`src/rtl/regwr_pkg.sv`:
```
// rtl/regwr_pkg.sv - shared constants, request struct and round-robin helper for regwr_arbiter
package regwr_pkg;

    localparam int DATA_W   = 32;
    localparam int ADDR_W   = $clog2(DATA_W);
    localparam int REG_ZERO = 0;
    // Wide enough for any legal requester count (2..8).
    localparam int PTR_W    = 4;

    typedef struct packed {
        logic [ADDR_W-1:0] wnum;
        logic [DATA_W-1:0] wdata;
    } regwr_req_t;

    // Advance a round-robin pointer by one, wrapping from n-1 to 0.
    function automatic logic [PTR_W-1:0] rr_next(input logic [PTR_W-1:0] ptr,
                                                 input logic [PTR_W-1:0] n);
        logic [PTR_W-1:0] inc;
        inc = ptr + PTR_W'(1);
        return (inc >= n) ? '0 : inc;
    endfunction

endpackage

```
`src/rtl/rr_pick.sv`:
```
// rtl/rr_pick.sv - combinational round-robin picker
//
// Purpose: find the first set bit of req_i, searching upward from ptr_i and wrapping
// modulo N.
// Ports:
//   req_i   [N]   request vector
//   ptr_i   [IW]  search start (highest-priority index), must be < N
//   grant_o [N]   one-hot grant, zero when no request
//   idx_o   [IW]  encoded winner, zero when no request
//   any_o   [1]   at least one request present
module rr_pick
    import regwr_pkg::*;
#(
    parameter int N  = 3,
    parameter int IW = $clog2(N)
) (
    input  logic [N-1:0]  req_i,
    input  logic [IW-1:0] ptr_i,
    output logic [N-1:0]  grant_o,
    output logic [IW-1:0] idx_o,
    output logic          any_o
);

    // Rotate so that the pointer position lands at bit 0; the lowest set bit of
    // rot is then the winner's offset from the pointer.
    logic [2*N-1:0] req2;
    logic [N-1:0]   rot;
    logic [IW:0]    sum;

    always_comb begin
        req2    = {req_i, req_i};
        rot     = N'(req2 >> ptr_i);
        any_o   = 1'b0;
        sum     = '0;
        grant_o = '0;
        for (int k = 0; k < N; k++) begin
            if (!any_o && rot[k]) begin
                any_o = 1'b1;
                sum   = {1'b0, ptr_i} + (IW+1)'(k);
            end
        end
        if (sum >= (IW+1)'(N)) begin
            sum = sum - (IW+1)'(N);
        end
        idx_o = sum[IW-1:0];
        if (any_o) begin
            grant_o[idx_o] = 1'b1;
        end
    end

endmodule

```
`src/rtl/regwr_arbiter.sv`:
```
// rtl/regwr_arbiter.sv - round-robin arbiter for the single register-file write port
//
// Purpose: share write/wnum/wdata between NUM_REQ writeback requesters using
// valid/ready handshakes; the winner is registered and drives the register file one
// cycle later. Writes to register 0 complete the handshake but leave write low.
// Optional feature macro: REGWR_BYPASS_EN (adds read-forwarding compare ports).
// Ports:
//   clk, rst (sync, active-low)
//   stall                     grant nothing this cycle
//   req_valid/req_wnum/req_wdata  packed per-requester requests
//   req_ready                 one-hot combinational grant
//   write/wnum/wdata          registered register-file write port
//   grant_idx                 last granted requester (debug)
//   rnum1/rnum2, byp*_hit, byp*_data  forwarding compare (REGWR_BYPASS_EN only)
module regwr_arbiter
    import regwr_pkg::*;
#(
    parameter int WIDTH   = 32,
    parameter int NUM_REQ = 3,
    localparam int ADDR_WIDTH = $clog2(WIDTH),
    localparam int IDX_W      = $clog2(NUM_REQ)
) (
    input  logic                          clk,
    input  logic                          rst,
    input  logic                          stall,
    input  logic [NUM_REQ-1:0]            req_valid,
    input  logic [NUM_REQ*ADDR_WIDTH-1:0] req_wnum,
    input  logic [NUM_REQ*WIDTH-1:0]      req_wdata,
    output logic [NUM_REQ-1:0]            req_ready,
    output logic                          write,
    output logic [ADDR_WIDTH-1:0]         wnum,
    output logic [WIDTH-1:0]              wdata,
`ifdef REGWR_BYPASS_EN
    input  logic [ADDR_WIDTH-1:0]         rnum1,
    input  logic [ADDR_WIDTH-1:0]         rnum2,
    output logic                          byp1_hit,
    output logic                          byp2_hit,
    output logic [WIDTH-1:0]              byp1_data,
    output logic [WIDTH-1:0]              byp2_data,
`endif
    output logic [IDX_W-1:0]              grant_idx
);

    logic [IDX_W-1:0]      ptr_q, ptr_d;
    logic                  write_q, write_d;
    logic [ADDR_WIDTH-1:0] wnum_q, wnum_d;
    logic [WIDTH-1:0]      wdata_q, wdata_d;
    logic [IDX_W-1:0]      gidx_q, gidx_d;

    logic [NUM_REQ-1:0]    req_masked;
    logic [NUM_REQ-1:0]    pick_grant;
    logic [IDX_W-1:0]      pick_idx;
    logic                  pick_any;
    logic [ADDR_WIDTH-1:0] win_wnum;
    logic [WIDTH-1:0]      win_wdata;

    // Masking requests (not the grant) keeps ready independent of wnum/wdata and
    // guarantees no transfer while in reset or stalled.
    assign req_masked = (rst && !stall) ? req_valid : '0;

    rr_pick #(
        .N  (NUM_REQ),
        .IW (IDX_W)
    ) u_pick (
        .req_i   (req_masked),
        .ptr_i   (ptr_q),
        .grant_o (pick_grant),
        .idx_o   (pick_idx),
        .any_o   (pick_any)
    );

    assign req_ready = pick_grant;

    always_comb begin
        win_wnum  = '0;
        win_wdata = '0;
        for (int i = 0; i < NUM_REQ; i++) begin
            if (pick_grant[i]) begin
                win_wnum  = req_wnum[i*ADDR_WIDTH +: ADDR_WIDTH];
                win_wdata = req_wdata[i*WIDTH +: WIDTH];
            end
        end
    end

    always_comb begin
        ptr_d   = ptr_q;
        write_d = 1'b0;
        wnum_d  = wnum_q;
        wdata_d = wdata_q;
        gidx_d  = gidx_q;
        if (pick_any) begin
            write_d = (win_wnum != ADDR_WIDTH'(REG_ZERO));
            wnum_d  = win_wnum;
            wdata_d = win_wdata;
            gidx_d  = pick_idx;
            ptr_d   = IDX_W'(rr_next(PTR_W'(pick_idx), PTR_W'(NUM_REQ)));
        end
    end

    always_ff @(posedge clk) begin
        if (!rst) begin
            ptr_q   <= '0;
            write_q <= 1'b0;
            wnum_q  <= '0;
            wdata_q <= '0;
            gidx_q  <= '0;
        end else begin
            ptr_q   <= ptr_d;
            write_q <= write_d;
            wnum_q  <= wnum_d;
            wdata_q <= wdata_d;
            gidx_q  <= gidx_d;
        end
    end

    assign write     = write_q;
    assign wnum      = wnum_q;
    assign wdata     = wdata_q;
    assign grant_idx = gidx_q;

`ifdef REGWR_BYPASS_EN
    // Same-cycle forwarding of the write the register file is committing now.
    assign byp1_hit  = write_q && (rnum1 == wnum_q) && (rnum1 != ADDR_WIDTH'(REG_ZERO));
    assign byp2_hit  = write_q && (rnum2 == wnum_q) && (rnum2 != ADDR_WIDTH'(REG_ZERO));
    assign byp1_data = wdata_q;
    assign byp2_data = wdata_q;
`endif

endmodule

```
`config.mk`:
```
export PLATFORM = sky130hd
export DESIGN_NAME = regwr_arbiter
export DESIGN_NICKNAME = d
export VERILOG_FILES = /design/src/rtl/regwr_pkg.sv /design/src/rtl/rr_pick.sv /design/src/rtl/regwr_arbiter.sv
export SDC_FILE = /design/constraint.sdc
export NUM_CORES = 1
export LEC_CHECK = 0
export ABC_AREA = 1
export ABC_CLOCK_PERIOD_IN_PS = 14750
export CORE_MARGIN = 10
export CORE_UTILIZATION = 30
export DETAILED_ROUTE_END_ITERATION = 10
export PLACE_DENSITY = 0.7
export SETUP_SLACK_MARGIN = 0.3
export SYNTH_ARGS = -nofsm -noshare
export SYNTH_HDL_FRONTEND = slang
export SYNTH_SLANG_ARGS = --single-unit
```
`constraint.sdc`:
```
create_clock -name clk -period 14.75 [get_ports clk]
set_input_delay 4.425 -clock clk [delete_from_list [all_inputs] [get_ports clk]]
set_output_delay 4.425 -clock clk [all_outputs]
set_load 0.05 [all_outputs]
```
==> flow_summary.yaml <==
clock_tree:
  clockBufferDepth: 2
  cts_resized: 0
  cts_tree: "yes"
  htree_levels: 2
  root_buffer: "clkbuf_8"
  clock_latency_ns: 0.29
  cts_setup_buffers: 0
  clock-sinks: 42
  clkTransAtPathRegs_ns: 0.08
  holdBufCountCts: 0
  cts-buffers-inserted: 5
logic_synthesis:
  yosys.area.top_type: "dfxtp_1"
  yosys_warnings: 0
  yosysUniqueCellTypes: 22
  postSynthCellCount: 340
  syn_area_um2: 2370
  ys_ff_latch: 42
  syn_nets: 459
  synth_most_common_cell: "nand2_1"
  synthFlopType: "dfxtp_1"
  synth_area_leaders: "dfxtp_1 (35%), nand2_1 (19%), nand3_1 (13%), nand4_1 (11%), buf_4 (2.9%)"
  yosys-top-cells-count: "nand2_1 (121), nand3_1 (61), nand4_1 (43)"
  synth.avg_cell_area_um2: 6.97
  async_flop_share: 0
  yosysSeqAreaShare: 0.355
  netlist.area_leader.share: 0.355
  synth_edf_count: 0
timing:
  setup_viol: 0
  timing.final.crit_share: 0.859
  slew_viol_final: 0
  setup-tns-final_ns: 0
  max_freq_mhz: 78.9
  period_minus_slack_ns: 12.67
  timing_worst_slew_pin_value_ns: 0.844
  finClkSkew_ns: 0.00270
  rsz0062_at_grt: "false"
  relSlewSlack: 0.438
  finalHoldViolCount: 0
min_path:
  hp-class: "reg2reg"
outcome:
  status: "finished clean"
detailed_routing:
  viasPerCell: 4.93
  drt-pass1-iter-count: 4
  ant_nets: 0
  drt_iter0_markers: 100
  routed_wl_mm: 9.53
  drc: 0
  wl_per_cell_um: 16.2
  num_vias: 2896
finish:
  fin_cells: 588
  final_nets: 605
  final_layout_size_suffix_gt1_frac: 0.0658
  area_growth_pct: 71.6
  insertedDiodeCount: 0
pwr:
  ir_drop_v: 0.000130
  power_uw: 1180
  power_density_nw_per_um2: 291
  p_leak_uw: 0.00164
placement:
  place_congestion: 0.856
  dp_hpwl_mm: 7.55
  dp_cells: 581
  io_buffers: 159
grt:
  grt_pass1_wl_mm: 14.8
  grt_antenna_before_repair: 0
  grt_max_degree: 48
  grt_use_total: 0.157
  overflow: 0
  grt_pass1_vias: 3027
die:
  io_pins: 160
  core-area_um2: 7690
  die_area_um2: 11900
  num_rows: 32
  dieHeight_um: 109
  die_width_um: 109
  initial_core_util: 0.308
run:
  maxCapViolCount: 0
setup_path:
  startpoint_type: "primary input"
  path_class: "in2out"
  path_max_fanout: 47
  worstSetupEndpointType: "output port"
  worst_ep_required_time_ns: 10.32
  cp.arrival_ns: 8.24
-- power breakdown --
part / switching (µW) / total (µW) / internal (µW)
Combinational: 605 / 883 / 278
Sequential: 29.3 / 205 / 175
Clock: 39.3 / 93.5 / 54.2
-- placed cells by master (no fill, tap or decap), types with 2 or more instances in the layout --
master,netlist,final
a21oi_1,5,5
clkbuf_8,0,6
clkdlybuf4s50_1,0,158
dfxtp_1,42,42
ha_1,2,2
inv_1,8,8
inv_2,4,4
inv_4,2,2
nand2_1,121,121
nand2_2,5,5
nand2_4,4,4
nand3_1,61,61
nand3_2,2,2
nand3_4,2,2
nand4_1,43,43
nor2_1,9,9
nor2_4,2,2
nor2_8,2,2
o21ai_0,4,4
-- final timing paths --
check | startpoint | to | slack, ns | cells past startpoint
setup reg to reg | ptr_q[0] | write | 11.59 | 19
setup / recovery | rst | req_ready[0] | 2.08 | 17
hold reg to reg | wnum[1] | wnum[1] | 0.48 | 2
hold / removal | wnum[1] | wnum[1] | 0.48 | 2
-- routing by layer --
metal / track usage / vias to the layer above / routed length, µm
li1: - / 1450 / -
met1: 0.159 / 1314 / 3410
met2: 0.277 / 118 / 4970
met3: 0.0820 / 14 / 994
met4: 0.0452 / 0 / 163
met5: 0 / - / 0
-- area by class of cell --
cell class	instances	area, µm²
Multi-Input combinational cell	263	1330
Timing Repair Buffer	160	1590
Tap cell	102	128
Sequential cell	42	841
Clock inverter	1	30.0
Inverter	14	57.6
Fill cell	782	3620
Clock buffer	6	82.6
-- registers in the layout, summed over array words and instances (netlist names) --
signal	flops
wdata	32
ptr_q	2
write	1
wnum	5
grant_idx	2
-- stage by stage --
step                      worst slack, ns  utilization  hold WS (ns)  cell area, µm²
after floorplan                      3.99            -         0.606            2370
after global placement               2.15        0.514         0.466            3950
after detailed placement             2.03        0.514         0.469            3950
after CTS                            2.03        0.529         0.480            4070
after global routing                 1.70        0.529         0.511            4070
final                                2.08        0.529         0.475            4070
-- logic make-up (layout without fill, tap and decap cells) --
logic type / Yosys count / after routing / synth area share
and+or+nand+nor: 251 / 251 / 0.530
AOI/OAI and AO/OA: 10 / 10 / 0.0222
DFF: 42 / 42 / 0.355
adders and majority gates: 2 / 2 / 0.0106
buffers and inverters: 35 / 181 / 0.0824
-- critical path, stage by stage --
cell,delay [ns]
buf_2,0.63
nand3_1,0.21
nand2_1,0.13
nand3_1,0.07
nand2_1,0.14
nand3_1,0.13
nand3_4,0.14
inv_2,0.05
ha_1,0.18
inv_1,0.05
nand2_1,0.08
nor2_4,0.13
nand2_2,0.09
nand2_2,0.25
inv_2,0.15
nor2_8,0.43
clkdlybuf4s50_1,0.91
Power figures use the tool's default switching activity.
